**config.mk**
```make
export PLATFORM = sky130hd
export DESIGN_NAME = ball_motion_ctrl_flat
export DESIGN_NICKNAME = d
export VERILOG_FILES = /design/src/rtl/graphic_pkg.sv /design/src/rtl/ball_motion_ctrl_if.sv /design/src/rtl/ball_motion_ctrl_axis_step.sv /design/src/rtl/ball_motion_ctrl.sv /design/src/flat_wrapper.sv
export SDC_FILE = /design/constraint.sdc
export NUM_CORES = 1
export LEC_CHECK = 0
export ABC_CLOCK_PERIOD_IN_PS = 5200
export CAP_MARGIN = 10
export CORE_ASPECT_RATIO = 1.25
export CORE_MARGIN = 1.5
export CORE_UTILIZATION = 30
export DETAILED_ROUTE_END_ITERATION = 16
export SLEW_MARGIN = 20
export SYNTH_ARGS = -nofsm -noshare
export SYNTH_HDL_FRONTEND = slang
export SYNTH_SLANG_ARGS = --single-unit
```
**constraint.sdc**
```tcl
create_clock -name i_clk -period 5.2 [get_ports i_clk]
set_input_delay 1.04 -clock i_clk [delete_from_list [all_inputs] [get_ports i_clk]]
set_output_delay 1.04 -clock i_clk [all_outputs]
set_load 0.03 [all_outputs]
```
**src/rtl/graphic_pkg.sv**
```systemverilog
`default_nettype none
// +----------------------------------------------------------------------+
// | graphic_pkg : shared types and widths for the ball/safe-zone path     |
// | Rev 1.0                                                              |
// +----------------------------------------------------------------------+
package graphic_pkg;

  localparam int XW      = $clog2(800);
  localparam int YW      = $clog2(600);
  localparam int SCORE_W = 16;

  typedef enum logic [1:0] {
    WAIT_FRAME = 2'd0,
    CHECK      = 2'd1,
    MOVE       = 2'd2,
    DEAD       = 2'd3
  } state_e;

endpackage
`default_nettype wire

```
**src/rtl/ball_motion_ctrl_if.sv**
```systemverilog
`default_nettype none
// +----------------------------------------------------------------------+
// | ball_motion_ctrl_if : buttons, scan feed and ball/score outputs       |
// | Rev 1.0                                                              |
// +----------------------------------------------------------------------+
interface ball_motion_ctrl_if;
  import graphic_pkg::*;

  logic               i_frame_start;
  logic               i_btn_up;
  logic               i_btn_down;
  logic               i_btn_left;
  logic               i_btn_right;
  logic               i_btn_restart;
  logic               i_scan_valid;
  logic [XW-1:0]      i_scan_x;
  logic [YW-1:0]      i_scan_y;
  logic               i_is_safe;
  logic [XW-1:0]      o_ball_x;
  logic [YW-1:0]      o_ball_y;
  logic               o_game_over;
  logic [SCORE_W-1:0] o_score;

  modport slave (
    input  i_frame_start, i_btn_up, i_btn_down, i_btn_left, i_btn_right,
    input  i_btn_restart, i_scan_valid, i_scan_x, i_scan_y, i_is_safe,
    output o_ball_x, o_ball_y, o_game_over, o_score
  );

  modport master (
    output i_frame_start, i_btn_up, i_btn_down, i_btn_left, i_btn_right,
    output i_btn_restart, i_scan_valid, i_scan_x, i_scan_y, i_is_safe,
    input  o_ball_x, o_ball_y, o_game_over, o_score
  );

endinterface
`default_nettype wire

```
**src/rtl/ball_motion_ctrl_axis_step.sv**
```systemverilog
`default_nettype none
// +----------------------------------------------------------------------+
// | axis_step : one-axis step with clamp to [LO, HI], never wraps         |
// | Rev 1.0                                                              |
// +----------------------------------------------------------------------+
module axis_step #(
  parameter int WIDTH = 10,
  parameter int LO    = 20,
  parameter int HI    = 779,
  parameter int STEP  = 4
) (
  input  wire logic [WIDTH-1:0] i_cur,
  input  wire logic             i_plus,
  input  wire logic             i_minus,
  output logic      [WIDTH-1:0] o_next
);

  // Two guard bits keep cur-STEP and cur+STEP representable before clamping.
  localparam int SW = WIDTH + 2;
  localparam logic signed [SW-1:0] c_lo   = SW'(LO);
  localparam logic signed [SW-1:0] c_hi   = SW'(HI);
  localparam logic signed [SW-1:0] c_step = SW'(STEP);

  logic signed [SW-1:0] w_cur;
  logic signed [SW-1:0] w_sum;
  logic signed [SW-1:0] w_res;

  always_comb begin
    w_cur = $signed({2'b00, i_cur});
    w_sum = w_cur;
    if (i_plus && !i_minus) begin
      w_sum = w_cur + c_step;
    end else if (i_minus && !i_plus) begin
      w_sum = w_cur - c_step;
    end
    w_res = w_sum;
    if (w_sum < c_lo) begin
      w_res = c_lo;
    end else if (w_sum > c_hi) begin
      w_res = c_hi;
    end
    o_next = WIDTH'(w_res);
  end

endmodule
`default_nettype wire

```
**src/rtl/ball_motion_ctrl.sv**
```systemverilog
`default_nettype none
// +----------------------------------------------------------------------+
// | ball_motion_ctrl : per-frame ball mover, centre-safety check, game FSM|
// | Rev 1.0                                                              |
// +----------------------------------------------------------------------+
module ball_motion_ctrl
  import graphic_pkg::*;
#(
  parameter int SCREEN_WIDTH  = 800,
  parameter int SCREEN_HEIGHT = 600,
  parameter int BALL_RADIUS   = 20,
  parameter int STEP          = 4,
  parameter int START_X       = 400,
  parameter int START_Y       = 300
) (
  input wire logic           i_clk,
  input wire logic           i_rst,
  ball_motion_ctrl_if.slave  bus
);

  state_e             state_q, state_d;
  logic [XW-1:0]      ball_x_q, ball_x_d;
  logic [YW-1:0]      ball_y_q, ball_y_d;
  logic [SCORE_W-1:0] score_q, score_d;
  logic               game_over_q, game_over_d;
  logic               centre_seen_q, centre_seen_d;
  logic               centre_safe_q, centre_safe_d;
  logic               restart_req_q, restart_req_d;

  logic [XW-1:0]      w_next_x;
  logic [YW-1:0]      w_next_y;
  logic               w_hit;
  logic               w_restart;

  axis_step #(
    .WIDTH (XW),
    .LO    (BALL_RADIUS),
    .HI    (SCREEN_WIDTH - 1 - BALL_RADIUS),
    .STEP  (STEP)
  ) u_step_x (
    .i_cur   (ball_x_q),
    .i_plus  (bus.i_btn_right),
    .i_minus (bus.i_btn_left),
    .o_next  (w_next_x)
  );

  // Y grows downward, so "down" is the plus direction.
  axis_step #(
    .WIDTH (YW),
    .LO    (BALL_RADIUS),
    .HI    (SCREEN_HEIGHT - 1 - BALL_RADIUS),
    .STEP  (STEP)
  ) u_step_y (
    .i_cur   (ball_y_q),
    .i_plus  (bus.i_btn_down),
    .i_minus (bus.i_btn_up),
    .o_next  (w_next_y)
  );

  always_comb begin
    state_d       = state_q;
    ball_x_d      = ball_x_q;
    ball_y_d      = ball_y_q;
    score_d       = score_q;
    game_over_d   = game_over_q;
    centre_seen_d = centre_seen_q;
    centre_safe_d = centre_safe_q;
    restart_req_d = restart_req_q;

    w_hit     = bus.i_scan_valid && (bus.i_scan_x == ball_x_q) && (bus.i_scan_y == ball_y_q);
    w_restart = restart_req_q || bus.i_btn_restart;

    if (state_q != DEAD && w_hit) begin
      centre_seen_d = 1'b1;
      centre_safe_d = bus.i_is_safe;
    end

    case (state_q)
      WAIT_FRAME: begin
        if (bus.i_frame_start) state_d = CHECK;
      end
      CHECK: begin
        if (centre_seen_q && !centre_safe_q) begin
          state_d       = DEAD;
          game_over_d   = 1'b1;
          restart_req_d = 1'b0;
        end else begin
          state_d = MOVE;
        end
      end
      MOVE: begin
        ball_x_d      = w_next_x;
        ball_y_d      = w_next_y;
        score_d       = (score_q == {SCORE_W{1'b1}}) ? score_q : score_q + SCORE_W'(1);
        centre_seen_d = 1'b0;
        state_d       = WAIT_FRAME;
      end
      DEAD: begin
        // A restart press in the same cycle as frame_start still counts.
        restart_req_d = w_restart;
        if (bus.i_frame_start && w_restart) begin
          ball_x_d      = XW'(START_X);
          ball_y_d      = YW'(START_Y);
          score_d       = '0;
          game_over_d   = 1'b0;
          centre_seen_d = 1'b0;
          restart_req_d = 1'b0;
          state_d       = WAIT_FRAME;
        end
      end
      default: state_d = WAIT_FRAME;
    endcase
  end

  always_ff @(posedge i_clk or posedge i_rst) begin
    if (i_rst) begin
      state_q       <= WAIT_FRAME;
      ball_x_q      <= XW'(START_X);
      ball_y_q      <= YW'(START_Y);
      score_q       <= '0;
      game_over_q   <= 1'b0;
      centre_seen_q <= 1'b0;
      centre_safe_q <= 1'b1;
      restart_req_q <= 1'b0;
    end else begin
      state_q       <= state_d;
      ball_x_q      <= ball_x_d;
      ball_y_q      <= ball_y_d;
      score_q       <= score_d;
      game_over_q   <= game_over_d;
      centre_seen_q <= centre_seen_d;
      centre_safe_q <= centre_safe_d;
      restart_req_q <= restart_req_d;
    end
  end

  assign bus.o_ball_x    = ball_x_q;
  assign bus.o_ball_y    = ball_y_q;
  assign bus.o_game_over = game_over_q;
  assign bus.o_score     = score_q;

endmodule
`default_nettype wire

```
**src/flat_wrapper.sv**
```systemverilog
// flat-port wrapper written by rule: the top's interface ports become plain ports
module ball_motion_ctrl_flat import graphic_pkg::*;
#(
  parameter int SCREEN_WIDTH  = 800,
  parameter int SCREEN_HEIGHT = 600,
  parameter int BALL_RADIUS   = 20,
  parameter int STEP          = 4,
  parameter int START_X       = 400,
  parameter int START_Y       = 300
)
  (i_clk, i_rst, bus_i_frame_start, bus_i_btn_up, bus_i_btn_down, bus_i_btn_left, bus_i_btn_right, bus_i_btn_restart, bus_i_scan_valid, bus_i_scan_x, bus_i_scan_y, bus_i_is_safe, bus_o_ball_x, bus_o_ball_y, bus_o_game_over, bus_o_score);
  ball_motion_ctrl_if bus_i ();
  input wire logic i_clk;
  input wire logic i_rst;
  input wire logic [$bits(bus_i.i_frame_start)-1:0] bus_i_frame_start;
  input wire logic [$bits(bus_i.i_btn_up)-1:0] bus_i_btn_up;
  input wire logic [$bits(bus_i.i_btn_down)-1:0] bus_i_btn_down;
  input wire logic [$bits(bus_i.i_btn_left)-1:0] bus_i_btn_left;
  input wire logic [$bits(bus_i.i_btn_right)-1:0] bus_i_btn_right;
  input wire logic [$bits(bus_i.i_btn_restart)-1:0] bus_i_btn_restart;
  input wire logic [$bits(bus_i.i_scan_valid)-1:0] bus_i_scan_valid;
  input wire logic [$bits(bus_i.i_scan_x)-1:0] bus_i_scan_x;
  input wire logic [$bits(bus_i.i_scan_y)-1:0] bus_i_scan_y;
  input wire logic [$bits(bus_i.i_is_safe)-1:0] bus_i_is_safe;
  output wire logic [$bits(bus_i.o_ball_x)-1:0] bus_o_ball_x;
  output wire logic [$bits(bus_i.o_ball_y)-1:0] bus_o_ball_y;
  output wire logic [$bits(bus_i.o_game_over)-1:0] bus_o_game_over;
  output wire logic [$bits(bus_i.o_score)-1:0] bus_o_score;
  assign bus_i.i_frame_start = bus_i_frame_start;
  assign bus_i.i_btn_up = bus_i_btn_up;
  assign bus_i.i_btn_down = bus_i_btn_down;
  assign bus_i.i_btn_left = bus_i_btn_left;
  assign bus_i.i_btn_right = bus_i_btn_right;
  assign bus_i.i_btn_restart = bus_i_btn_restart;
  assign bus_i.i_scan_valid = bus_i_scan_valid;
  assign bus_i.i_scan_x = bus_i_scan_x;
  assign bus_i.i_scan_y = bus_i_scan_y;
  assign bus_i.i_is_safe = bus_i_is_safe;
  assign bus_o_ball_x = bus_i.o_ball_x;
  assign bus_o_ball_y = bus_i.o_ball_y;
  assign bus_o_game_over = bus_i.o_game_over;
  assign bus_o_score = bus_i.o_score;
  ball_motion_ctrl #(.SCREEN_WIDTH(SCREEN_WIDTH), .SCREEN_HEIGHT(SCREEN_HEIGHT), .BALL_RADIUS(BALL_RADIUS), .STEP(STEP), .START_X(START_X), .START_Y(START_Y)) u_core (.i_clk(i_clk), .i_rst(i_rst), .bus(bus_i));
endmodule
```
* Word level (Yosys, flattened, before mapping)
Cells that the tools add are included.
** Cells by class
- $lt $le $gt $ge :: 4
- Multiply operators :: 0
- Bitwise logic cells :: 0
- Shifts and indexed selects :: 0
- Add/subtract/negate cells :: 5
- Div/mod/pow operators :: 0
- Reductions and logical operators :: 23
- Eq/ne operators :: 11
- Mux-type cells :: 28
** Operators by type and width (count)
- $mux 10 :: 6
- $mux 12 :: 4
- $pmux 10 s2 :: 2
- $mux 16 :: 2
- $pmux 16 s2 :: 1
- $gt 12x11->1 const B :: 2
- $lt 12x6->1 const B :: 2
- $add 10x3->11 const B :: 2
- $sub 10x3->11 const B :: 2
- $eq 10x10->1 :: 2
- $add 16x1->16 const B :: 1
- $eq 16x16->1 const B :: 1
- $logic_and 1x1->1 :: 9
- $pmux 2 s4 :: 1
- $mux 1 :: 7
- $ne 2x2->1 const B :: 3
- $pmux 1 s2 :: 3
- $reduce_and 2->1 :: 3
- $reduce_and 3->1 :: 2
- $logic_not 1->1 :: 5
- $eq 2x2->1 const B :: 2
- $mux 2 :: 2
- $ne 2x1->1 const B :: 2
- $reduce_bool 2->1 :: 2
- 3 further kinds :: 3
** Storage, ports and cells
- Memories kept :: 0
- Register bits after elaboration :: 42
- Input port bits :: 30
- Bits in writable memories :: 0
- ROM bits :: 0
- Output and inout port bits :: 37
- Bits in latches :: 0

* Longest topological paths before layout
- Depth after elaboration :: 8
- Depth in mapped cells :: 10
- Mapped depth without buffers :: 9

* Hierarchy
Synthesis repeated with hierarchy kept, for this count alone.
** Second synthesis, totals
- Cells, all modules :: 368
- Area, all modules :: 3313.2 µm²
** Modules (own cells, without submodules)
- ball_motion_ctrl :: instances 1, area an instance 2179.6 µm², cells an instance 219
- axis_step (u_core.u_step_x) :: instances 1, area an instance 578.1 µm², cells an instance 84
- axis_step (u_core.u_step_y) :: instances 1, area an instance 555.5 µm², cells an instance 65

* Worst setup path after synthesis
OpenSTA, ideal clock, no wires.
- Kind :: input port to flip-flop
- Start :: input bus_i_btn_down
- End :: register u_core.ball_y_q[6] (netlist: u_core.bus.o_ball_y[6])
- Path buffers :: 2
- Required time :: 5076 ps
- Setup slack :: 2280 ps
- Arrival time :: 2796 ps
- Stages :: 9
- Cells stage by stage :: clkbuf_1 and3b_1 and3_1 or3_1 a21oi_1 or3_1 clkbuf_1 nand2_1 a211o_1
** Between the ends
- Word-level cells in the longest chain between the ends :: 8
- Elaborated cells between the ends (all ways) :: 10
- Classes of those cells :: order compare (2); mux (5); reduce/logical (3)
** Ends and longest elaborated chain
- from (decl) :: line flat_wrapper.sv:17 : input wire logic [$bits(bus_i.i_btn_down)-1:0] bus_i_btn_down;
- $logic_not 1->1 :: line ball_motion_ctrl_axis_step.sv:33 : end else if (i_minus && !i_plus) begin
- $logic_and 1x1->1 :: line ball_motion_ctrl_axis_step.sv:33
- $mux 12 :: line ball_motion_ctrl_axis_step.sv:33
- $mux 12 (*) :: line ball_motion_ctrl_axis_step.sv:31 : if (i_plus && !i_minus) begin
- $gt 12x11->1 :: line ball_motion_ctrl_axis_step.sv:39 : end else if (w_sum > c_hi) begin
- $mux 10 :: line ball_motion_ctrl_axis_step.sv:39
- $mux 10 (*) :: line ball_motion_ctrl_axis_step.sv:37 : if (w_sum < c_lo) begin
- $pmux 10 s2 (*) :: line ball_motion_ctrl.sv:78 : case (state_q)
- to (signal assigned) :: line ball_motion_ctrl.sv:119 : ball_y_q <= YW'(START_Y);
- to (signal assigned) :: line ball_motion_ctrl.sv:128 : ball_y_q <= ball_y_d;
- to (decl) :: line ball_motion_ctrl.sv:23 : logic [YW-1:0] ball_y_q, ball_y_d;
Every way passes the cells marked *; elsewhere a longest branch is shown, timed or not.
A chain may end at the register's enable or synchronous reset.

* Worst setup path in the final report
- Start :: input bus_i_btn_right
- End :: register u_core.ball_x_q[6] (netlist: u_core.bus.o_ball_x[6])
** Between the ends
- Word-level cells in the longest chain between the ends :: 8
- Elaborated cells between the ends (all ways) :: 10
- Classes of those cells :: order compare (2); mux (5); reduce/logical (3)
** Ends and longest elaborated chain
- from (decl) :: line flat_wrapper.sv:19 : input wire logic [$bits(bus_i.i_btn_right)-1:0] bus_i_btn_right;
- $logic_not 1->1 :: line ball_motion_ctrl_axis_step.sv:33
- $logic_and 1x1->1 :: line ball_motion_ctrl_axis_step.sv:33
- $mux 12 :: line ball_motion_ctrl_axis_step.sv:33
- $mux 12 (*) :: line ball_motion_ctrl_axis_step.sv:31
- $gt 12x11->1 :: line ball_motion_ctrl_axis_step.sv:39
- $mux 10 :: line ball_motion_ctrl_axis_step.sv:39
- $mux 10 (*) :: line ball_motion_ctrl_axis_step.sv:37
- $pmux 10 s2 (*) :: line ball_motion_ctrl.sv:78
- to (signal assigned) :: line ball_motion_ctrl.sv:118 : ball_x_q <= XW'(START_X);
- to (signal assigned) :: line ball_motion_ctrl.sv:127 : ball_x_q <= ball_x_d;
- to (decl) :: line ball_motion_ctrl.sv:22 : logic [XW-1:0] ball_x_q, ball_x_d;
Marked as above.

==> metrics.yaml <==
post-cts-setup-buffer-count: 0
finalSetupTns_ns: 0
final-setup-viol-count: 0
synthesis.yosys.warnings: 0
fin_crit_sh: 0.641
drt-total-wl_mm: 8.37
drt_pre_antenna_iters: 4
dieHeight_um: 115
synth_sequential_area_ratio: 0.337
drive_above_1_share: 0.0927
dpl-instance-area_um2: 3670
syn_nets: 381
first_global_vias: 2725
slowest_stage: "sky130_fd_sc_hd__clkdlybuf4s50_1"
cts_hold_buffers: 0
post_synth_inst_count: 346
stdcell_area_um2: 3850
path_class: "in2reg"
syn-mean-instance-area_um2: 8.68
met1_usage: 0.210
num_antenna_cells: 0
synth-edff-count: 0
timing_max_transition_violations_final: 0
area_enclosed_by_the_die_boundary_um2: 10600
core_um2: 9660
dr_total_vias: 2822
tritoncts: "built"
numCtsBuffers: 5
grt_first_pass_wirelength_mm: 13.7
clock_path_buffers: 2
globalplace.congestion: 0.825
antenna_left: 0
layout.nets: 433
status: "complete, no violations"
yosysTopAreaCell: "sky130_fd_sc_hd__dfrtp_1"
critPathRequiredTime_ns: 5.40
critPathArrivalTime_ns: 3.53
grt-busiest-layer: "met2"
synth-seq-cells: 40
synthFlopType: "sky130_fd_sc_hd__dfrtp_1"
post-route-worst-setup-slack_ns: 1.87
grt_use_met3: 0.0311
grt.overflow.total: 0
worst_slack_placed_ns: 1.61
worst_skew_pair.late_latency_ns: 0.29
cts-htree-levels: 2
track_usage: 0.161
hold_path.class: "reg2reg"
worst-path-max-fanout: 9
drt-initial-drc-count: 162
report.final.hold_viol_count: 0
achievable-frequency_ghz: 0.300
synth_cell_types: 69
crit_path_start_kind: "primary input"
layout.filler_cells: 944
top_cell_type_s_share_of_synthesized_area: 0.267
route.detailed.vias_per_inst: 5.38
mappedNetlistArea_um2: 3000
pin_count_of_the_biggest_net_entering_global_routing: 41
dpl.hpwl_mm: 6.21
fp-row-count: 40
clkSinkCount: 40
cts.reportedPaths.clkPinSlew_ns: 0.06
synth_area_leaders: "sky130_fd_sc_hd__dfrtp_1 27%, sky130_fd_sc_hd__dfstp_2 7.0%, sky130_fd_sc_hd__xor2_1 6.4%, sky130_fd_sc_hd__nor2_1 4.5%, sky130_fd_sc_hd__xnor2_1 4.4%"
worst_ir_drop_on_vdd_mv: 0.153
max_slew.worst_pin.slew_ns: 0.998
cts_repair_resize_count: 0
slew_headroom: 0.334
leakagePower_uw: 0.00154
drc: 0
antenna_found_initial: 0
timing.critical_path.cells: "clkdlybuf4s50_1 -> or2b_2 -> and3_1 -> a2111oi_0 -> a221oi_2 -> a31oi_2 -> nand3_1 -> o211ai_1"
use_met2: 0.266
cts.root.buffer_cell: "sky130_fd_sc_hd__clkbuf_16"
final_period_minus_worst_setup_slack_ns: 3.33
rsz0062_at_grt: "false"
worst_path_largest_cell_delay_ns: 0.59
areaGrowthSynthToFinish_pct: 28.2
die-width_um: 92.5
timing.clock.skew_ns: 0.00903
async_reset_ff_frac: 1.00
initial_core_util: 0.311
power.density_nw_per_um2: 412
boundaryPins: 67
end_kind: "flop"
post_drt_wl_per_cell_um: 15.9
cap_violations: 0
place.port_buffers: 66
==> synth_stat cells (all sizes together) (3+ instances only) <==
cell type / number
a211oi: 3
a21boi: 3
a21oi: 6
a22oi: 4
a31oi: 8
and2: 3
and3: 8
buf: 9
clkbuf: 13
dfrtp: 32
dfstp: 8
ha: 5
inv: 12
nand2: 30
nand3: 17
nand3b: 3
nand4: 12
nor2: 37
nor3: 9
nor4: 9
o211ai: 4
o21ai: 20
o31ai: 3
or3: 7
xnor2: 15
xor2: 22
==> flip-flops by register name, summed over array words and instances, names as in the netlist <==
register                flops
u_core.restart_req_q        1
u_core.state_q              2
u_core.bus.o_score         16
u_core.bus.o_ball_y         9
u_core.centre_safe_q        1
u_core.bus.o_ball_x         9
u_core.centre_seen_q        1
u_core.bus.o_game_over      1
==> cell families (layout without fill, tap and decap cells) <==
family	after synthesis	in the layout	share of synthesized area
AND/OR/NAND/NOR	155	155	0.287
AO/OA/AOI/OAI	72	72	0.171
flip-flops	40	40	0.337
XOR/XNOR	37	37	0.108
buffers and inverters	34	87	0.0666
adder cells (fa/ha/maj)	5	5	0.0208
multiplexers	3	3	0.0104
==> cells in the final DEF, fill, tap and decap left out, types with 11 or more instances in the layout <==
master | synthesis | final
sky130_fd_sc_hd__nand2_1 | 29 | 29
sky130_fd_sc_hd__inv_1 | 12 | 12
sky130_fd_sc_hd__xor2_1 | 22 | 22
sky130_fd_sc_hd__nor2_1 | 36 | 36
sky130_fd_sc_hd__o21ai_0 | 18 | 18
sky130_fd_sc_hd__nand4_1 | 11 | 11
sky130_fd_sc_hd__xnor2_1 | 15 | 15
sky130_fd_sc_hd__clkdlybuf4s50_1 | 0 | 66
sky130_fd_sc_hd__nand3_1 | 17 | 17
sky130_fd_sc_hd__dfrtp_1 | 32 | 32
==> layer usage <==
| layer | vias up | wire [um] |
|---|---|---|
| met2 | 86 | 4050 |
| met3 | 16 | 433 |
| li1 | 1359 | - |
| met1 | 1361 | 3720 |
| met5 | - | 0 |
| met4 | 0 | 169 |
==> area by class of cell <==
type,instances,area (um2),area share
Clock inverter,2,38.8,0.0101
Inverter,12,45.0,0.0117
Tap cell,126,158,0.0409
Timing Repair Buffer,67,668,0.173
Sequential cell,40,1010,0.262
Multi-Input combinational cell,272,1790,0.465
Clock buffer,6,139,0.0361
==> power breakdown <==
part / internal (uW) / switching [uW]
sequential: 389 / 147
clock: 240 / 125
combinational: 276 / 410
==> through the flow <==
step                instances  hold slack (ns)  total power [uW]   util
finish                    525            0.509              1590  0.399
global route              525            0.546              1700  0.399
global placement          517            0.473              1220  0.380
floorplan                 346            0.449              1020      -
detailed placement        517            0.487              1230  0.380
CTS                       525            0.501              1600  0.399
==> worst max-delay path, delay by kind of cell <==
kind                   cells  cell delay [ns]
AOI/OAI and AO/OA          4             1.25
buffers and inverters      1             0.59
and+or+nand+nor            3             0.64
==> worst paths after layout <==
path / from / to / slack, ns / cells past startpoint
hold / removal: u_core.centre_seen_q / u_core.centre_seen_q / 0.51 / 2
setup reg to reg: u_core.bus.o_ball_x[2] / u_core.bus.o_ball_x[6] / 2.39 / 8
setup / recovery: bus_i_btn_right / u_core.bus.o_ball_x[6] / 1.87 / 8
min in group asynchronous: i_rst / u_core.bus.o_score[15] / 1.18 / 3
max in group asynchronous: i_rst / u_core.bus.o_ball_x[8] / 3.65 / 3
hold reg to reg: u_core.centre_seen_q / u_core.centre_seen_q / 0.51 / 2
Power figures use the tool's default switching activity.
